[src/rtl/dmem_access_unit.sv]
// Load/store sequencer between the MEM stage and the data-memory port.
// req_op / ld_op encoding: B=0 UB=1 H=2 UH=3 W=4 UW=5 D=6 NO=7.
module dmem_access_unit #(
  parameter int unsigned TIMEOUT_CYCLES = 255
) (
  input  logic        clk,
  input  logic        rstn,
  input  logic        req_valid,
  input  logic        req_we,
  input  logic [2:0]  req_op,
  input  logic [63:0] req_addr,
  input  logic [63:0] req_wdata,
  output logic        stall,
  output logic        dmem_req_valid,
  input  logic        dmem_req_ready,
  output logic        dmem_we,
  output logic [63:0] dmem_addr,
  output logic [63:0] dmem_wdata,
  output logic [7:0]  dmem_wmask,
  input  logic        dmem_resp_valid,
  input  logic [63:0] dmem_rdata,
  output logic        dmem_resp_ready,
  output logic [63:0] ld_data,
  output logic [63:0] ld_addr,
  output logic [2:0]  ld_op,
  output logic        done,
  output logic        misalign,
  output logic        acc_err
);

  localparam logic [2:0] MEM_B  = 3'd0;
  localparam logic [2:0] MEM_UB = 3'd1;
  localparam logic [2:0] MEM_H  = 3'd2;
  localparam logic [2:0] MEM_UH = 3'd3;
  localparam logic [2:0] MEM_W  = 3'd4;
  localparam logic [2:0] MEM_UW = 3'd5;
  localparam logic [2:0] MEM_D  = 3'd6;
  localparam logic [2:0] MEM_NO = 3'd7;

  localparam logic [1:0] ST_IDLE = 2'd0;
  localparam logic [1:0] ST_REQ  = 2'd1;
  localparam logic [1:0] ST_WAIT = 2'd2;
  localparam logic [1:0] ST_DONE = 2'd3;

  localparam logic [7:0] TIMEOUT_LIM = 8'(TIMEOUT_CYCLES);

  function automatic logic [7:0] lane_mask(input logic [2:0] op, input logic [2:0] off);
    logic [7:0] m;
    case (op)
      MEM_B, MEM_UB: m = 8'h01 << off;
      MEM_H, MEM_UH: m = 8'h03 << off;
      MEM_W, MEM_UW: m = 8'h0F << off;
      MEM_D:         m = 8'hFF;
      default:       m = 8'h00;
    endcase
    return m;
  endfunction

  function automatic logic is_misaligned(input logic [2:0] op, input logic [2:0] off);
    logic mis;
    case (op)
      MEM_H, MEM_UH: mis = (off[0] != 1'b0);
      MEM_W, MEM_UW: mis = (off[1:0] != 2'b00);
      MEM_D:         mis = (off != 3'b000);
      default:       mis = 1'b0;
    endcase
    return mis;
  endfunction

  logic [1:0]  state_r;
  logic [1:0]  state_nxt_s;
  logic [63:0] addr_r;
  logic [2:0]  op_r;
  logic        we_r;
  logic [7:0]  mask_r;
  logic [63:0] wdata_r;
  logic [7:0]  cnt_r;
  logic [63:0] ld_data_r;
  logic [63:0] ld_addr_r;
  logic [2:0]  ld_op_r;
  logic        acc_err_r;

  logic        req_live_s;
  logic        mis_s;
  logic        accept_s;
  logic        handshake_s;
  logic        resp_take_s;
  logic        timeout_s;

  assign req_live_s  = (state_r == ST_IDLE) && req_valid && (req_op != MEM_NO);
  assign mis_s       = is_misaligned(req_op, req_addr[2:0]);
  assign accept_s    = req_live_s && !mis_s;
  assign handshake_s = (state_r == ST_REQ) && dmem_req_ready;
  // Responses only count once the request has been handed over.
  assign resp_take_s = (state_r == ST_WAIT) && dmem_resp_valid;
  assign timeout_s   = (state_r == ST_WAIT) && !dmem_resp_valid && (cnt_r == TIMEOUT_LIM - 8'd1);

  // Next-state selection for the access sequencer.
  always_comb begin
    state_nxt_s = state_r;
    case (state_r)
      ST_IDLE: begin
        if (accept_s) state_nxt_s = ST_REQ;
        else          state_nxt_s = ST_IDLE;
      end
      ST_REQ: begin
        if (dmem_req_ready) state_nxt_s = ST_WAIT;
        else                state_nxt_s = ST_REQ;
      end
      ST_WAIT: begin
        if (dmem_resp_valid) state_nxt_s = ST_DONE;
        else if (timeout_s)  state_nxt_s = ST_IDLE;
        else                 state_nxt_s = ST_WAIT;
      end
      ST_DONE: state_nxt_s = ST_IDLE;
      default: state_nxt_s = ST_IDLE;
    endcase
  end

  // State register and WAIT-cycle counter.
  always_ff @(posedge clk or negedge rstn) begin
    if (!rstn) begin
      state_r <= ST_IDLE;
      cnt_r   <= 8'd0;
    end else begin
      state_r <= state_nxt_s;
      if (handshake_s)                              cnt_r <= 8'd0;
      else if (state_r == ST_WAIT && !dmem_resp_valid) cnt_r <= cnt_r + 8'd1;
      else                                          cnt_r <= cnt_r;
    end
  end

  // Capture of the accepted request; loads carry no mask and no data.
  always_ff @(posedge clk or negedge rstn) begin
    if (!rstn) begin
      addr_r  <= 64'd0;
      op_r    <= MEM_NO;
      we_r    <= 1'b0;
      mask_r  <= 8'h00;
      wdata_r <= 64'd0;
    end else if (accept_s) begin
      addr_r  <= req_addr;
      op_r    <= req_op;
      we_r    <= req_we;
      mask_r  <= req_we ? lane_mask(req_op, req_addr[2:0]) : 8'h00;
      wdata_r <= req_we ? (req_wdata << {req_addr[2:0], 3'b000}) : 64'd0;
    end else begin
      addr_r  <= addr_r;
      op_r    <= op_r;
      we_r    <= we_r;
      mask_r  <= mask_r;
      wdata_r <= wdata_r;
    end
  end

  // Completion results for the load-truncation stage and the timeout pulse.
  always_ff @(posedge clk or negedge rstn) begin
    if (!rstn) begin
      ld_data_r <= 64'd0;
      ld_addr_r <= 64'd0;
      ld_op_r   <= MEM_NO;
      acc_err_r <= 1'b0;
    end else if (resp_take_s) begin
      ld_data_r <= we_r ? ld_data_r : dmem_rdata;
      ld_addr_r <= addr_r;
      ld_op_r   <= op_r;
      acc_err_r <= 1'b0;
    end else if (timeout_s) begin
      ld_data_r <= 64'd0;
      ld_addr_r <= ld_addr_r;
      ld_op_r   <= ld_op_r;
      acc_err_r <= 1'b1;
    end else begin
      ld_data_r <= ld_data_r;
      ld_addr_r <= ld_addr_r;
      ld_op_r   <= ld_op_r;
      acc_err_r <= 1'b0;
    end
  end

  assign stall           = accept_s || (state_r == ST_REQ) || (state_r == ST_WAIT);
  assign misalign        = req_live_s && mis_s;
  assign dmem_req_valid  = (state_r == ST_REQ);
  assign dmem_we         = we_r;
  assign dmem_addr       = {addr_r[63:3], 3'b000};
  assign dmem_wdata      = wdata_r;
  assign dmem_wmask      = mask_r;
  assign dmem_resp_ready = (state_r == ST_WAIT);
  assign ld_data         = ld_data_r;
  assign ld_addr         = ld_addr_r;
  assign ld_op           = ld_op_r;
  assign done            = (state_r == ST_DONE);
  assign acc_err         = acc_err_r;

endmodule

[config.mk]
export PLATFORM = sky130hd
export DESIGN_NAME = dmem_access_unit
export DESIGN_NICKNAME = d
export VERILOG_FILES = /design/src/rtl/dmem_access_unit.sv
export SDC_FILE = /design/constraint.sdc
export NUM_CORES = 1
export LEC_CHECK = 0
export CAP_MARGIN = 20
export CELL_PAD_IN_SITES_DETAIL_PLACEMENT = 1
export CELL_PAD_IN_SITES_GLOBAL_PLACEMENT = 1
export CORE_AREA = 2 2 187 189
export DETAILED_ROUTE_END_ITERATION = 16
export DIE_AREA = 0 0 189 191
export PLACE_DENSITY_LB_ADDON = 0.3
export SYNTH_ARGS = -nofsm -noshare
export SYNTH_HDL_FRONTEND = slang
export SYNTH_SLANG_ARGS = --single-unit
[constraint.sdc]
create_clock -name clk -period 4.25 [get_ports clk]
set_input_delay 0.85 -clock clk [delete_from_list [all_inputs] [get_ports clk]]
set_output_delay 0.85 -clock clk [all_outputs]
set_load 0.01 [all_outputs]
==> Word-level counts from Yosys, hierarchy flattened <==
Cells that the tools add are included.
{ "op_classes": {"n_addsub": 1, "n_mul": 0, "mux": 16, "n_bitwise": 0, "div_mod_pow": 0, "order_cmp": 0, "n_reduce_logical": 22, "n_eq_ne": 12, "shift": 4} }
{ "ops": {"columns": ["op", "count"], "rows": [
  ["$mux 64", 4],
  ["$shl 64x6->64", 1],
  ["$pmux 8 s4", 1],
  ["$mux 8", 3],
  ["$eq 3x3->1 const B", 3],
  ["$add 8x1->8 const B", 1],
  ["$eq 8x8->1 const B", 1],
  ["$logic_and 1x1->1", 8],
  ["$pmux 2 s4", 1],
  ["$shl 1x3->8 const A", 1],
  ["$shl 2x3->8 const A", 1],
  ["$shl 4x3->8 const A", 1],
  ["$eq 3x2->1 const B", 2],
  ["$mux 2", 3],
  ["$reduce_bool 2->1", 3],
  ["$reduce_or 2->1", 3],
  ["$eq 2x2->1 const B", 2],
  ["$eq 3x1->1 const B", 1],
  ["$logic_not 3->1", 1],
  ["$mux 1", 3],
  ["$ne 3x3->1 const B", 1],
  ["$pmux 1 s3", 1],
  ["$reduce_bool 3->1", 1],
  ["$eq 2x1->1 const B", 1],
  ["5 further kinds", 7]
]} }
{ "word_totals": {"in_bits": 201, "output_inout_bits": 274, "wordCells": 66, "n_memories": 0, "romBits": 0, "ff_bits": 282, "latchBits": 0, "ramBits": 0} }

==> Longest topological paths before layout <==
Gate-level depths: netlist of the first run.
{ "logic_depth": {"depth_word": 7, "mapped_depth": 9, "depth_no_buf": 6} }

==> Worst setup path after synthesis of the first run <==
No wires, ideal clock.
{ "synth_timing": {"path_type": "in2out", "from": "input req_op[1]", "to": "output stall", "t_arrival_ns": 2.175, "stages": 9, "required_time_ns": 3.400, "slack_ns": 1.225, "path_buffers": 3, "path_cell_list": "inv_1 -> ha_1 -> a21oi_1 -> nor2_1 -> or3_1 -> buf_2 -> buf_6 -> buf_6 -> nand3_1"} }
{ "synth_via": {"elab_chain_len": 7, "word_cells_on_any_way": 14, "classes_between": "eq/ne: 6; mux: 1; reduce/logical: 7"} }
{ "synth_lines": {"columns": ["item", "line", "source"], "rows": [
  ["start, declared", "10", "input logic [2:0] req_op,"],
  ["$eq 3x3->1 / $eq 3x2->1 (equally long branches)", "61", "case (op)"],
  ["$reduce_or 2->1", "61", null],
  ["$pmux 1 s3", "61", null],
  ["$logic_not 1->1", "92", "assign accept_s = req_live_s && !mis_s;"],
  ["$logic_and 1x1->1 *", "92", null],
  ["$logic_or 1x1->1 * (2 in series)", "181", "assign stall = accept_s || (state_r == ST_REQ) || (state_r == ST_WAIT);"],
  ["end, declared", "13", "output logic stall,"]
]} }
Every way passes the cells marked *; elsewhere a longest branch is shown, timed or not.

==> Worst setup path in the final report of the first run <==
Ends and elaborated chain as after synthesis.

==> reports/metrics.cfg, run 1 <==
[place]
routabilityCongestion=0.829
placed_area_um2=17500
place_inst=1784
pre_cts_slack_ns=0.271
place.port_buffers=471
hpwl_mm=34.2

[clocking]
cts_hold_buf=0
clkLatencyLatePin_ns=0.57
cts_resized=0
cts-root-buf=clkbuf_16
cts.sinks=282
cts_tree=yes
clk_path_buf_depth=3
h-tree-depth=1
clk_pin_slew_worst_paths_ns=0.06
postCtsSetupBuffers=0
cts-buffers-inserted=31

[logic_synthesis]
netlist_area_um2=12800
async_reset_ff_frac=1.00
yosysSeqAreaShare=0.552
yosysWarnings=0
synth-seq-cells=282
syn_inst=958
synth_flop_cell=dfrtp_1
synth_edf_count=0
ys_types=56
synth.avg_cell_area_um2=13.4

[finish]
seq_area_um2=7060
fin_util=0.545
drive_gt1_frac=0.173
fin_cells=1850
stdcell_area_um2=18600
fill_cells=3440
area_delta_synth_final_pct=45.3
fin_nets=1569
multi_input_area_um2=4880

[timing]
fmax_mhz=251
fin_skew_ns=0.0267
slew_headroom=0.354
hold_viol=0
max_slew.worst_pin.slew_ns=0.970
final-setup-viol-count=0
rsz0062_at_grt=no
period_share=0.936
holdWs_ns=0.261
maxSlewViolCount=0
setup_tns_ns=0
post-route-min-period_ns=3.98
finalWorstSetupSlack_ns=0.271

[setup_path]
slowest_stage=clkdlybuf4s50_1
cp_max_fo=6
path_cells=clkdlybuf4s50_1 > inv_1 > ha_1 > a21oi_1 > nor2_1 > or3_2 > nand3_1 > clkdlybuf4s50_1
crit_type=in -> out
path_buf_inv=3
worstPathRequired_ns=3.40
critical-path-top-delay-family=buffers and inverters
cp_data_arrival_time_ns=3.13
critPathMaxStageDelay_ns=0.58
endpoint_kind=primary output
cp-start-kind=input pin
crit_top_cell=clkdlybuf4s50_1

[power_and_ir_drop]
p_per_area_nw_per_um2=691
p_leak_nw=7.97
power_mw=12.8
ir_drop_uv=350

[floorplanning]
initial_core_util=0.375
coreArea_um2=34100
ios=475
dieArea_um2=36100
rows=68
die_y_um=191
die_x_um=189

[drt]
remaining_drc_errors=0
routed-wl-met3_mm=3.49
wl_mm=45.9
drtAntennaViolNets=0
dr_wl_met2_mm=24.3
wl_per_cell_um=24.8
vias_per_cell=5.23
routedLengthMet1_mm=16.7
drtIter0Drc=367
vias=9670
routed.top_layer=met5
drtPass1Iterations=4

[global_routing]
grt_pass1_wl_mm=67.6
grt_max_degree=100
grt_pass1_vias=10400
overflow=0
grt_usage=0.247
antenna_found_initial=10

[outcome]
status=completed

[worst_hold_path]
hp-class=in -> async

[job]
maxCapViolations=0

sequential cells by signal, indices dropped and copies added, names as in the netlist:
signal	cells
acc_err	1
addr_r	64
cnt_r	8
dmem_wdata	64
dmem_we	1
dmem_wmask	8
ld_addr	64
ld_data	64
ld_op	3
op_r	3
state_r	2
final cells by class:
class	count	area share
Tap cell	455	0.0306
Clock buffer	46	0.0480
Inverter	17	0.00343
Sequential cell	282	0.380
Antenna cell	9	0.00121
Multi-Input combinational cell	530	0.262
Clock inverter	11	0.00667
Timing Repair Buffer	500	0.267
routing by layer:
layer / vias to the layer above / track usage
met2: 333 / 0.456
met5: - / 0
met1: 5007 / 0.272
met3: 74 / 0.0716
li1: 4252 / -
met4: 4 / 0.0781
synth_stat cells, types with 15 or more instances:
master / count / area [um2]
mux4_2: 16 / 360
dfrtp_1: 276 / 6910
a22o_1: 96 / 841
nor2_1: 21 / 78.8
nand2b_1: 26 / 163
o2bb2ai_1: 40 / 350
clkbuf_1: 22 / 82.6
buf_4: 68 / 510
mux2_2: 121 / 1360
mux2i_1: 64 / 641
inv_1: 15 / 56.3
nand2_1: 29 / 109
buf_2: 35 / 175
cells in the final DEF (no fill, tap or decap), types with 8 or more instances in the layout:
cell type	instances
nand2_1	28
o2bb2ai_1	40
mux2i_1	64
o21ai_0	12
buf_4	27
mux2_1	12
nor2_1	20
clkbuf_16	31
mux4_2	16
a31oi_1	10
a21oi_1	10
clkdlybuf4s50_1	468
dfrtp_1	276
diode_2	9
nand2b_1	26
inv_1	15
a22o_1	96
a32oi_1	8
clkbuf_1	9
mux2_2	121
cell families (layout without fill, tap and decap cells):
kind of cell / count (synthesis) / in the layout / share of synthesized area
compound gates: 187 / 187 / 0.121
xor+xnor: 7 / 7 / 0.00479
fa+ha+maj: 6 / 6 / 0.00587
buf+inv: 148 / 574 / 0.0697
flops: 282 / 282 / 0.552
mux: 215 / 215 / 0.198
other cells: 1 / 12 / 0.000293
simple gates: 112 / 112 / 0.0481
worst register-to-register path, delay by kind of cell, from the launching register on:
kind	cells	cell delay (ns)
buffers and inverters	1	0.39
DFF	1	0.44
muxes	1	0.52
and+or+nand+nor	3	0.90
final timing paths:
path / slack, ns / cells past startpoint / from / endpoint
worst min-delay path: 0.26 / 1 / rstn / addr_r[11]
worst max register to register: 1.87 / 5 / state_r[0] / addr_r[0]
max in group asynchronous: 2.93 / 2 / rstn / ld_data[11]
worst max-delay path: 0.27 / 8 / req_op[1] / stall
worst min register to register: 0.49 / 1 / dmem_wdata[60] / dmem_wdata[60]
min in group clk: 0.49 / 1 / dmem_wdata[60] / dmem_wdata[60]
power by group:
part / switching (mW) / internal [mW] / total (mW)
Clock: 1.11 / 1.57 / 2.69
Sequential: 0.774 / 3.89 / 4.67
Combinational: 2.27 / 3.20 / 5.48
No activity file was read; power rests on OpenSTA's default activity.
==> run 2: changes to the inputs <==
Settings changed: MAX_ROUTING_LAYER set to met4.
==> run 2 against run 1 <==
  * Register-to-register slack improved by 0.06 ns
  * First-iteration DRC count grew 19%
  * Sequential power hardly changed
  * Worst hold slack improved by 0.029 ns
  * Sequential share of layout area hardly changed
  * Cell count about the same
  * Critical endpoint unchanged
==> reports/metrics.cfg, run 2 (synthesized netlist as in run 1, its figures left out) <==
[outcome]
status=completed

[power_and_ir_drop]
p_seq_frac=0.363
power.switching_mw=4.16
swShare=0.324
p_per_area_nw_per_um2=691
internal_power_mw=8.67
ir_drop_uv=350
p_leak_nw=7.97
p_comb_frac=0.427
clkPwrFrac=0.209
power_mw=12.8

[setup_path]
crit_top_cell=clkdlybuf4s50_1
path_cells=clkdlybuf4s50_1 > inv_1 > ha_1 > a21oi_1 > nor2_1 > or3_2 > nand3_1 > clkdlybuf4s50_1
endpoint_kind=primary output
crit_type=in -> out
worstPathRequired_ns=3.40
slowest_stage=clkdlybuf4s50_1
critPathMaxStageDelay_ns=0.58
cp-start-kind=input pin
cp_max_fo=6
cp_data_arrival_time_ns=3.13

[place]
place_inst=1784
pre_cts_slack_ns=0.271
hpwl_mm=34.2
routabilityCongestion=0.842
place.port_buffers=471
placed_area_um2=17500

[finish]
fin_cells=1851
fin_nets=1569
most-common-layout-cells=clkdlybuf4s50_1 (468), dfrtp_1 (276), mux2_2 (121)
fill_cells=3442
area_delta_synth_final_pct=45.3
fin_util=0.545
stdcell_area_um2=18600
drive_gt1_frac=0.173
layout_commonest_cell=clkdlybuf4s50_1

[clocking]
clkLatencyLatePin_ns=0.57
postCtsSetupBuffers=0
clk_pin_slew_worst_paths_ns=0.06
cts.sinks=282
h-tree-depth=1
cts-buffers-inserted=31
cts-root-buf=clkbuf_16
clk_path_buf_depth=3
cts_hold_buf=0
cts_resized=0
cts_tree=yes

[drt]
remaining_drc_errors=0
drtPass1Iterations=5
wl_per_cell_um=24.9
drtIter0Drc=437
drtAntennaViolNets=0
vias_per_cell=5.23
vias=9674
wl_mm=46.0

[timing]
post-route-min-period_ns=3.98
finalWorstSetupSlack_ns=0.266
fmax_mhz=251
period_share=0.937
final-setup-viol-count=0
fin_skew_ns=0.0265
slew_headroom=0.353
max_slew.worst_pin.slew_ns=0.971
hold_viol=0
holdWs_ns=0.291
maxSlewViolCount=0
rsz0062_at_grt=no
setup_tns_ns=0

[global_routing]
antenna_found_initial=10
grt_pass1_wl_mm=67.5
grt_pass1_vias=10500
overflow=0
grt_max_degree=100
grt_usage=0.255

[floorplanning]
die_x_um=189
coreArea_um2=34100
die_y_um=191
dieArea_um2=36100
ios=475
initial_core_util=0.375
rows=68

[job]
maxCapViolations=0

[worst_hold_path]
hp-class=in -> async

-- run 2: changes by cell type in the layout (fill, tap and decap cells not counted), sizes merged --
cell   previous run  this run
diode             9        10
-- run 2: layout make-up --
| cell class | instances | area (um2) | area share |
|---|---|---|---|
| Antenna cell | 10 | 25.0 | 0.00135 |
| Clock buffer | 46 | 892 | 0.0480 |
| Clock inverter | 11 | 124 | 0.00667 |
| Inverter | 17 | 63.8 | 0.00343 |
| Multi-Input combinational cell | 530 | 4880 | 0.262 |
| Sequential cell | 282 | 7060 | 0.380 |
| Tap cell | 455 | 569 | 0.0306 |
| Timing Repair Buffer | 500 | 4970 | 0.267 |
-- run 2: worst paths after layout --
| path | start | end | slack [ns] | cells after the start |
|---|---|---|---|---|
| setup / recovery | req_op[1] | stall | 0.27 | 8 |
| hold / removal | rstn | addr_r[11] | 0.29 | 1 |
| hold reg to reg | dmem_wdata[60] | dmem_wdata[60] | 0.49 | 1 |
| max in group asynchronous | rstn | ld_data[25] | 2.93 | 2 |
| setup reg to reg | state_r[0] | addr_r[0] | 1.93 | 5 |
| min in group clk | dmem_wdata[60] | dmem_wdata[60] | 0.49 | 1 |
-- run 2: power groups by stage --
stage          Combinational (mW)  Clock [mW]  Sequential [mW]
2_1_floorplan                2.24           0             4.91
3_3_place_gp                 5.40           0             4.62
3_5_place_dp                 5.51           0             4.70
4_1_cts                      5.55        2.75             4.68
5_1_grt                      5.78        2.86             4.83
6_report                     5.48        2.69             4.66
-- run 2: critical path: cells and delay by family --
kind                       cells  cell delay, ns
buffers and inverters          3            1.21
and+or+nand+nor                3            0.66
adders and majority gates      1            0.21
AOI/OAI and AO/OA              1            0.19
-- run 2: routing by layer --
metal	global-route usage	vias to the layer above	share of wire
li1	-	4257	-
met2	0.457	337	0.53
met5	-	-	0
met1	0.273	5009	0.36
met4	0.0772	0	0.033
met3	0.0714	71	0.076
